$ cat src/rtl/regfile_pkg.sv
// Shared constants and the write-buffer entry layout for the buffered register file.
package regfile_pkg;

    localparam int DEFAULT_WIDTH        = 16;
    localparam int DEFAULT_SELECT_WIDTH = 4;

    // Entry layout follows the default widths; instances keep WIDTH/SELECT_WIDTH at these values.
    typedef struct packed {
        logic [DEFAULT_SELECT_WIDTH-1:0] index;
        logic [DEFAULT_WIDTH-1:0]        data;
    } wb_entry_t;

endpackage

$ cat src/rtl/Demultiplexer.sv
// Routes data_in to the output slice chosen by select; all other slices are zero.
module Demultiplexer #(
    parameter int WIDTH        = 1,
    parameter int SELECT_WIDTH = 1
) (
    input  logic [WIDTH-1:0]                    data_in,
    input  logic [SELECT_WIDTH-1:0]             select,
    output logic [WIDTH*(2**SELECT_WIDTH)-1:0]  data_out
);

    always_comb begin
        data_out = '0;
        data_out[int'(select)*WIDTH +: WIDTH] = data_in;
    end

endmodule

$ cat src/rtl/regfile_wb.sv
// Register file with a 2-entry in-order write buffer; reads forward from the buffer.
module regfile_wb
    import regfile_pkg::*;
#(
    parameter int WIDTH        = DEFAULT_WIDTH,
    parameter int SELECT_WIDTH = DEFAULT_SELECT_WIDTH
) (
    input  logic                    clk,
    input  logic                    reset,
    input  logic                    wr_valid,
    output logic                    wr_ready,
    input  logic [SELECT_WIDTH-1:0] wr_index,
    input  logic [WIDTH-1:0]        wr_data,
    input  logic                    commit_hold,
    input  logic [SELECT_WIDTH-1:0] rd_index_a,
    input  logic [SELECT_WIDTH-1:0] rd_index_b,
    output logic [WIDTH-1:0]        rd_data_a,
    output logic [WIDTH-1:0]        rd_data_b,
    output logic [1:0]              pending
);

    localparam int NUM_REGS = 2**SELECT_WIDTH;

    wb_entry_t         buf_q [2];
    wb_entry_t         buf_d [2];
    logic [1:0]        pending_q, pending_d;
    logic [WIDTH-1:0]  regs_q [NUM_REGS];
    logic [WIDTH-1:0]  regs_d [NUM_REGS];

    logic                    accept;
    logic                    commit;
    logic [NUM_REGS-1:0]     reg_we;
    logic [SELECT_WIDTH-1:0] rd_idx [2];
    logic [WIDTH-1:0]        rd_val [2];

    // wr_ready depends on registered occupancy only, so a full buffer ignores
    // a request even in the cycle it drains.
    assign wr_ready = (pending_q != 2'd2);
    assign accept   = wr_valid && wr_ready;
    assign commit   = (pending_q != 2'd0) && !commit_hold;
    assign pending  = pending_q;

    Demultiplexer #(
        .WIDTH        (1),
        .SELECT_WIDTH (SELECT_WIDTH)
    ) u_we_demux (
        .data_in  (commit),
        .select   (buf_q[0].index),
        .data_out (reg_we)
    );

    always_comb begin
        buf_d     = buf_q;
        pending_d = pending_q;
        if (commit) begin
            buf_d[0]  = buf_q[1];
            pending_d = pending_q - 2'd1;
        end
        // New entry lands behind whatever survives this cycle's pop.
        if (accept) begin
            buf_d[pending_d[0]] = '{index: wr_index, data: wr_data};
            pending_d           = pending_d + 2'd1;
        end
    end

    always_comb begin
        for (int i = 0; i < NUM_REGS; i++) begin
            regs_d[i] = reg_we[i] ? buf_q[0].data : regs_q[i];
        end
        regs_d[0] = '0;
    end

    assign rd_idx[0] = rd_index_a;
    assign rd_idx[1] = rd_index_b;

    // Younger entry (slot 1) overrides older; register 0 is hard-wired to zero.
    always_comb begin
        for (int p = 0; p < 2; p++) begin
            rd_val[p] = regs_q[rd_idx[p]];
            if (pending_q != 2'd0 && buf_q[0].index == rd_idx[p]) rd_val[p] = buf_q[0].data;
            if (pending_q == 2'd2 && buf_q[1].index == rd_idx[p]) rd_val[p] = buf_q[1].data;
            if (rd_idx[p] == '0) rd_val[p] = '0;
        end
    end

    assign rd_data_a = rd_val[0];
    assign rd_data_b = rd_val[1];

    always_ff @(posedge clk) begin
        if (reset) begin
            pending_q <= 2'd0;
            for (int e = 0; e < 2; e++) buf_q[e] <= '0;
            for (int i = 0; i < NUM_REGS; i++) regs_q[i] <= '0;
        end else begin
            pending_q <= pending_d;
            buf_q     <= buf_d;
            regs_q    <= regs_d;
        end
    end

endmodule
$ cat config.mk
export PLATFORM = sky130hd
export DESIGN_NAME = regfile_wb
export DESIGN_NICKNAME = d
export VERILOG_FILES = /design/src/rtl/regfile_pkg.sv /design/src/rtl/Demultiplexer.sv /design/src/rtl/regfile_wb.sv
export SDC_FILE = /design/constraint.sdc
export NUM_CORES = 1
export LEC_CHECK = 0
export ABC_AREA = 1
export ABC_CLOCK_PERIOD_IN_PS = 4200
export BUFFER_PORTS_ARGS = -buffer_cell sky130_fd_sc_hd__buf_2
export CAP_MARGIN = 20
export CORE_MARGIN = 2
export CORE_UTILIZATION = 27
export DETAILED_ROUTE_END_ITERATION = 12
export SYNTH_ARGS = -nofsm -noshare
export SYNTH_HDL_FRONTEND = slang
export SYNTH_SLANG_ARGS = --single-unit
$ cat constraint.sdc
create_clock -name clk -period 4.2 [get_ports clk]
set_clock_uncertainty 0.1 [all_clocks]
set_input_delay 0.63 -clock clk [delete_from_list [all_inputs] [get_ports clk]]
set_output_delay 0.63 -clock clk [all_outputs]
set_load 0.01 [all_outputs]
==> results.py, run 1 <==
metrics = {
    "outcome": {
        "status": "complete, no violations",
    },
    "synth": {
        "yosysSeqAreaShare": 0.350,
        "synth.avg_cell_area_um2": 6.13,
        "synth_edf_count": 0,
        "yosys.cell_types.count": 28,
        "ys_warn_count": 0,
        "ys.flop_type": "dfxtp_1",
        "synthesis.nets": 2672,
        "syn_area_um2": 16100,
        "yosys.area.top_type_share": 0.350,
        "async_flop_share": 0,
        "synth.most_common_cell": "nand2_1",
        "ys_top_cells_by_count": "nand2_1 (643), nand3_1 (358), o21ai_0 (300), a21oi_1 (289), dfxtp_1 (282)",
        "ys_ff_latch": 282,
        "synth_cells": 2632,
        "ys_top_cells_by_area": "dfxtp_1 (35%), nand2_1 (15%), nand3_1 (11%)",
        "synth_top_cell_by_area": "dfxtp_1",
    },
    "worst_setup_path": {
        "r2r_start": "pending[1]",
        "worstSetupPathType": "reg -> out",
        "crit_path_max_fanout": 10,
        "cp-end-kind": "output pin",
        "critPathLaunchType": "flop",
        "crit_required_ns": 3.47,
        "timing.critical_path.from": "buf_q[36]",
        "worstPathArrival_ns": 3.13,
    },
    "pwr": {
        "ir_drop_v": 0.000312,
        "power.leakage_nw": 7.60,
        "powerDensity_nw_per_um2": 476,
    },
    "cts": {
        "h-tree-depth": 1,
        "path_clk_slew_ns": 0.06,
        "cts_sinks": 282,
        "cts_tree": "built",
        "ctsHoldBuffers": 0,
        "root_buffer": "clkbuf_16",
        "post_cts_buffers": 0,
        "insertion_delay_ns": 0.60,
        "numCtsBuffers": 31,
        "clockBufferDepth": 3,
        "ctsResizeCount": 0,
    },
    "global_route": {
        "grt_max_degree": 84,
        "grt_overflow": 0,
        "grt_pass1_wl_um": 96200,
        "grt_pass1_vias": 15900,
        "track_usage": 0.195,
        "antenna_found_initial": 2,
    },
    "drt": {
        "dr.first_iter.drc_count": 1897,
        "via_per_inst": 5.21,
        "vias": 17600,
        "drt-wirelength-per-cell_um": 18.8,
        "drt_pre_antenna_iters": 8,
        "drt_wl_total_um": 63300,
        "drc": 0,
        "ant_nets": 0,
    },
    "sta": {
        "finalCritPeriodShare": 0.918,
        "tightest_slew_ns": 1.12,
        "hold_viol": 0,
        "timing.final.max_slew_violations": 0,
        "period_minus_slack_ns": 3.86,
        "fmax_mhz": 259,
        "rsz0062_at_grt": "false",
        "setup_viol": 0,
        "finalSetupTns_ns": 0,
        "max_slew_margin": 0.251,
    },
    "place": {
        "dp_hpwl_um": 40900,
        "gp_congestion": 0.881,
        "placed_area_um2": 17100,
        "io_buffers": 66,
    },
    "floorplanning": {
        "start_util": 0.273,
        "die_area_um2": 61700,
        "die_x_um": 248,
        "num_io_pins": 67,
        "core_um2": 59000,
        "dieHeight_um": 248,
        "row_count": 89,
    },
    "finish": {
        "fillers": 6569,
        "final_area_um2": 18100,
        "drive_gt1_frac": 0.0798,
        "fin_nets": 2611,
        "syn2layout_area_growth_pct": 12.4,
    },
    "worst_hold_path": {
        "min-delay-start": "wr_data[0]",
        "hp-class": "in -> reg",
    },
    "flow_run": {
        "drv_cap": 0,
    },
}
critical path, stage by stage, from the launching register on:
cell,delay (ns)
dfxtp_1,0.55
inv_2,0.16
a21oi_1,0.19
nand3_1,0.12
nor2_2,0.41
clkinv_1,0.54
nand2_1,0.30
a21oi_1,0.11
buf_2,0.15
placed cells by master, fill, tap and decap left out, types with 2 or more instances in the layout:
cell,Yosys,final
nor2_2,11,12
buf_12,0,5
clkinv_1,2,2
nand4_1,3,3
o211ai_1,33,33
nor4_1,16,16
clkinv_2,0,7
clkbuf_16,0,31
inv_2,6,6
o22ai_1,2,2
nor3_1,55,55
dfxtp_1,282,282
nand2_1,643,643
buf_4,0,56
buf_2,56,64
clkbuf_8,0,11
nand3_2,4,4
inv_6,0,2
nor2_4,0,2
nand3_1,358,358
nor2_1,196,193
a21oi_1,289,289
ha_1,8,8
nand3b_1,2,2
clkbuf_1,130,7
o21ai_0,300,300
inv_1,196,193
state kept, by name (all words and copies together), names as in the netlist, named ones only:
register	flops
buf_q	20
pending	2
regs_q	240
logic make-up (layout without fill, tap and decap cells):
family / count (synthesis) / after routing / synth area share
other cells: 0 / 1 / 0
xor+xnor: 3 / 3 / 0.00209
flops: 282 / 282 / 0.350
compound gates: 624 / 624 / 0.199
simple gates: 1291 / 1291 / 0.340
fa+ha+maj: 8 / 8 / 0.00620
buf+inv: 424 / 387 / 0.103
layout make-up:
| class | instances | area [um2] | share of cell area |
|---|---|---|---|
| clock buffers | 49 | 953 | 0.0526 |
| flip-flops and latches | 282 | 5650 | 0.311 |
| diodes | 1 | 2.50 | 0.000138 |
| clock inverters | 8 | 72.6 | 0.00400 |
| well taps | 773 | 967 | 0.0533 |
| multi-input cells | 1926 | 8850 | 0.488 |
| repair buffers | 126 | 868 | 0.0479 |
| inverters | 204 | 773 | 0.0426 |
through the flow:
step	hold slack, ns	setup slack, ns	util	instances	total power, mW
after CTS	0.160	0.439	0.307	3367	8.58
after floorplan	0.340	1.56	-	2632	4.77
after global placement	0.362	0.648	0.289	3310	5.80
final	0.180	0.343	0.307	3369	8.63
after global routing	0.185	0.248	0.307	3368	8.98
after detailed placement	0.362	0.637	0.289	3310	5.80
worst paths after layout:
path / endpoint / cells after the start / slack [ns]
worst min register to register: regs_q[104] / 2 / 0.38
worst min-delay path: flop / 3 / 0.18
worst max register to register: flop / 9 / 0.76
worst max-delay path: rd_data_a[7] / 8 / 0.34
metal layers:
layer  up-vias  routed length [um]  global-route usage
met3       153                5230              0.0334
li1       8553                   -                   -
met4         4                2610              0.0787
met1      8043               27600               0.265
met5         -                  27                   0
met2       802               27900               0.304
power breakdown:
group          total [mW]  switching [mW]  internal [mW]
Combinational        2.62            2.02          0.601
Sequential           3.20           0.350           2.85
Clock                2.80            1.20           1.61
Power figures use the tool's default switching activity.
==> inputs of run 2 (changes only) <==
--- a/config.mk
+++ b/config.mk
@@ -6,12 +6,13 @@
 export NUM_CORES = 1
 export LEC_CHECK = 0
 export ABC_AREA = 1
-export ABC_CLOCK_PERIOD_IN_PS = 4200
+export ABC_CLOCK_PERIOD_IN_PS = 4100
 export BUFFER_PORTS_ARGS = -buffer_cell sky130_fd_sc_hd__buf_2
-export CAP_MARGIN = 20
+export CAP_MARGIN = 10
 export CORE_MARGIN = 2
 export CORE_UTILIZATION = 27
 export DETAILED_ROUTE_END_ITERATION = 12
+export MAX_ROUTING_LAYER = met4
 export SYNTH_ARGS = -nofsm -noshare
 export SYNTH_HDL_FRONTEND = slang
 export SYNTH_SLANG_ARGS = --single-unit
==> constraint.sdc (replaced) <==
create_clock -name clk -period 4.1 [get_ports clk]
set_clock_uncertainty 0.1 [all_clocks]
set_input_delay 0.615 -clock clk [delete_from_list [all_inputs] [get_ports clk]]
set_output_delay 0.615 -clock clk [all_outputs]
set_load 0.01 [all_outputs]
==> results.py, run 2 (synthesis results as in run 1) <==
metrics = {
    "cts": {
        "h-tree-depth": 1,
        "numCtsBuffers": 31,
        "clockBufferDepth": 3,
        "cts_tree": "built",
        "root_buffer": "clkbuf_16",
        "insertion_delay_ns": 0.58,
        "ctsHoldBuffers": 0,
        "cts_sinks": 282,
        "path_clk_slew_ns": 0.06,
        "ctsResizeCount": 0,
        "post_cts_buffers": 0,
    },
    "sta": {
        "setup_ws_ns": 0.353,
        "finalSetupTns_ns": 0,
        "timing.final.max_slew_violations": 0,
        "rsz0062_at_grt": "false",
        "setup_viol": 0,
        "hold_viol": 0,
        "finalCritPeriodShare": 0.914,
        "max_slew_margin": 0.436,
        "tightest_slew_ns": 0.845,
        "fmax_mhz": 267,
        "period_minus_slack_ns": 3.75,
    },
    "floorplanning": {
        "dieHeight_um": 248,
        "num_io_pins": 67,
        "row_count": 89,
        "die_area_um2": 61700,
        "start_util": 0.273,
        "die_x_um": 248,
        "core_um2": 59000,
    },
    "worst_setup_path": {
        "crit_buf_inv": 3,
        "cp-end-kind": "output pin",
        "critPathTopFamily": "buffers and inverters",
        "worstSetupPathType": "reg -> out",
        "worstPathArrival_ns": 3.03,
        "cp_cell_sequence": "inv_2, a21oi_1, nand3_1, nor2_2, clkinv_1, nand2_1, a21oi_1, buf_2",
        "crit_path_frequent_cell": "a21oi_1",
        "max_stage_delay_ns": 0.55,
        "critPathLaunchType": "flop",
        "crit_path_max_fanout": 10,
        "crit_slowest_cell": "dfxtp_1",
        "crit_required_ns": 3.38,
    },
    "drt": {
        "drt_pre_antenna_iters": 6,
        "ant_nets": 0,
        "drt-wirelength-per-cell_um": 18.7,
        "drc": 0,
        "drt_wl_total_um": 63000,
        "vias": 17700,
        "dr.first_iter.drc_count": 2114,
        "via_per_inst": 5.25,
    },
    "pwr": {
        "powerDensity_nw_per_um2": 484,
        "ir_drop_v": 0.000313,
        "power.leakage_nw": 7.58,
    },
    "worst_hold_path": {
        "hp-class": "in -> reg",
    },
    "finish": {
        "max_flop_register": "regs_q",
        "largest_reg_flops": 240,
        "syn2layout_area_growth_pct": 12.3,
        "drive_gt1_frac": 0.0789,
        "layout_commonest_cell": "nand2_1",
        "fin_nets": 2616,
        "final_cell_mix": "nand2_1 (643), nand3_1 (358), o21ai_0 (300)",
    },
    "outcome": {
        "status": "complete, no violations",
    },
    "place": {
        "pre_cts_slack_ns": 0.578,
        "dp_hpwl_um": 41300,
        "io_buffers": 66,
        "gp_congestion": 0.906,
    },
    "global_route": {
        "grt_max_degree": 131,
        "grt_pass1_wl_um": 96700,
        "grt_pass1_vias": 16000,
        "grt_overflow": 0,
        "track_usage": 0.202,
        "antenna_found_initial": 2,
    },
    "flow_run": {
        "drv_cap": 0,
    },
}
-- run 2: cell count changes in the layout (fill, tap and decap cells not counted), moves of 2 or more --
cell / delta
clkinv_2: -2
buf_12: +2
clkbuf_1: +4
buf_4: +4
clkbuf_8: -3
-- run 2: routing by layer --
metal,wire [um],track usage,up-vias
li1,-,-,8560
met1,27500,0.271,8137
met2,27300,0.298,845
met3,5330,0.0327,164
met4,3000,0.0862,0
met5,0,-,-
-- run 2: worst min-delay path: stages --
cell and delay (ns):
buf_2 0.09, nor2_1 0.04, nor2_1 0.08
-- run 2: final timing paths --
path	cells past startpoint	endpoint	start	slack, ns
worst max-delay path	8	rd_data_a[9]	buf_q[36]	0.35
worst min-delay path	3	flop	wr_data[2]	0.17
worst max register to register	9	flop	pending[0]	0.85
worst min register to register	2	regs_q[218]	regs_q[218]	0.38
-- run 2: final cells by class --
| type | count | area, um2 |
|---|---|---|
| fillers | 6566 | 40900 |
| flip-flops and latches | 282 | 5650 |
| clock buffers | 50 | 927 |
| multi-input cells | 1926 | 8850 |
| diodes | 2 | 5.00 |
| well taps | 773 | 967 |
| clock inverters | 4 | 45.0 |
| repair buffers | 131 | 911 |
| inverters | 204 | 773 |
-- run 2: stage by stage --
step / cell area (um2) / hold WS, ns / power, mW / instances / util
detailed placement: 17200 / 0.366 / 5.96 / 3316 / 0.291
global route: 18100 / 0.185 / 9.14 / 3372 / 0.307
floorplan: 16100 / 0.340 / 4.89 / 2632 / -
global placement: 17200 / 0.367 / 5.97 / 3316 / 0.291
finish: 18100 / 0.175 / 8.78 / 3372 / 0.307
CTS: 18100 / 0.160 / 8.72 / 3370 / 0.307
-- run 2: power breakdown --
| part | switching (mW) | internal (mW) |
|---|---|---|
| sequential | 0.349 | 2.92 |
| clock | 1.20 | 1.59 |
| combinational | 2.09 | 0.629 |
| total | 3.64 | 5.14 |
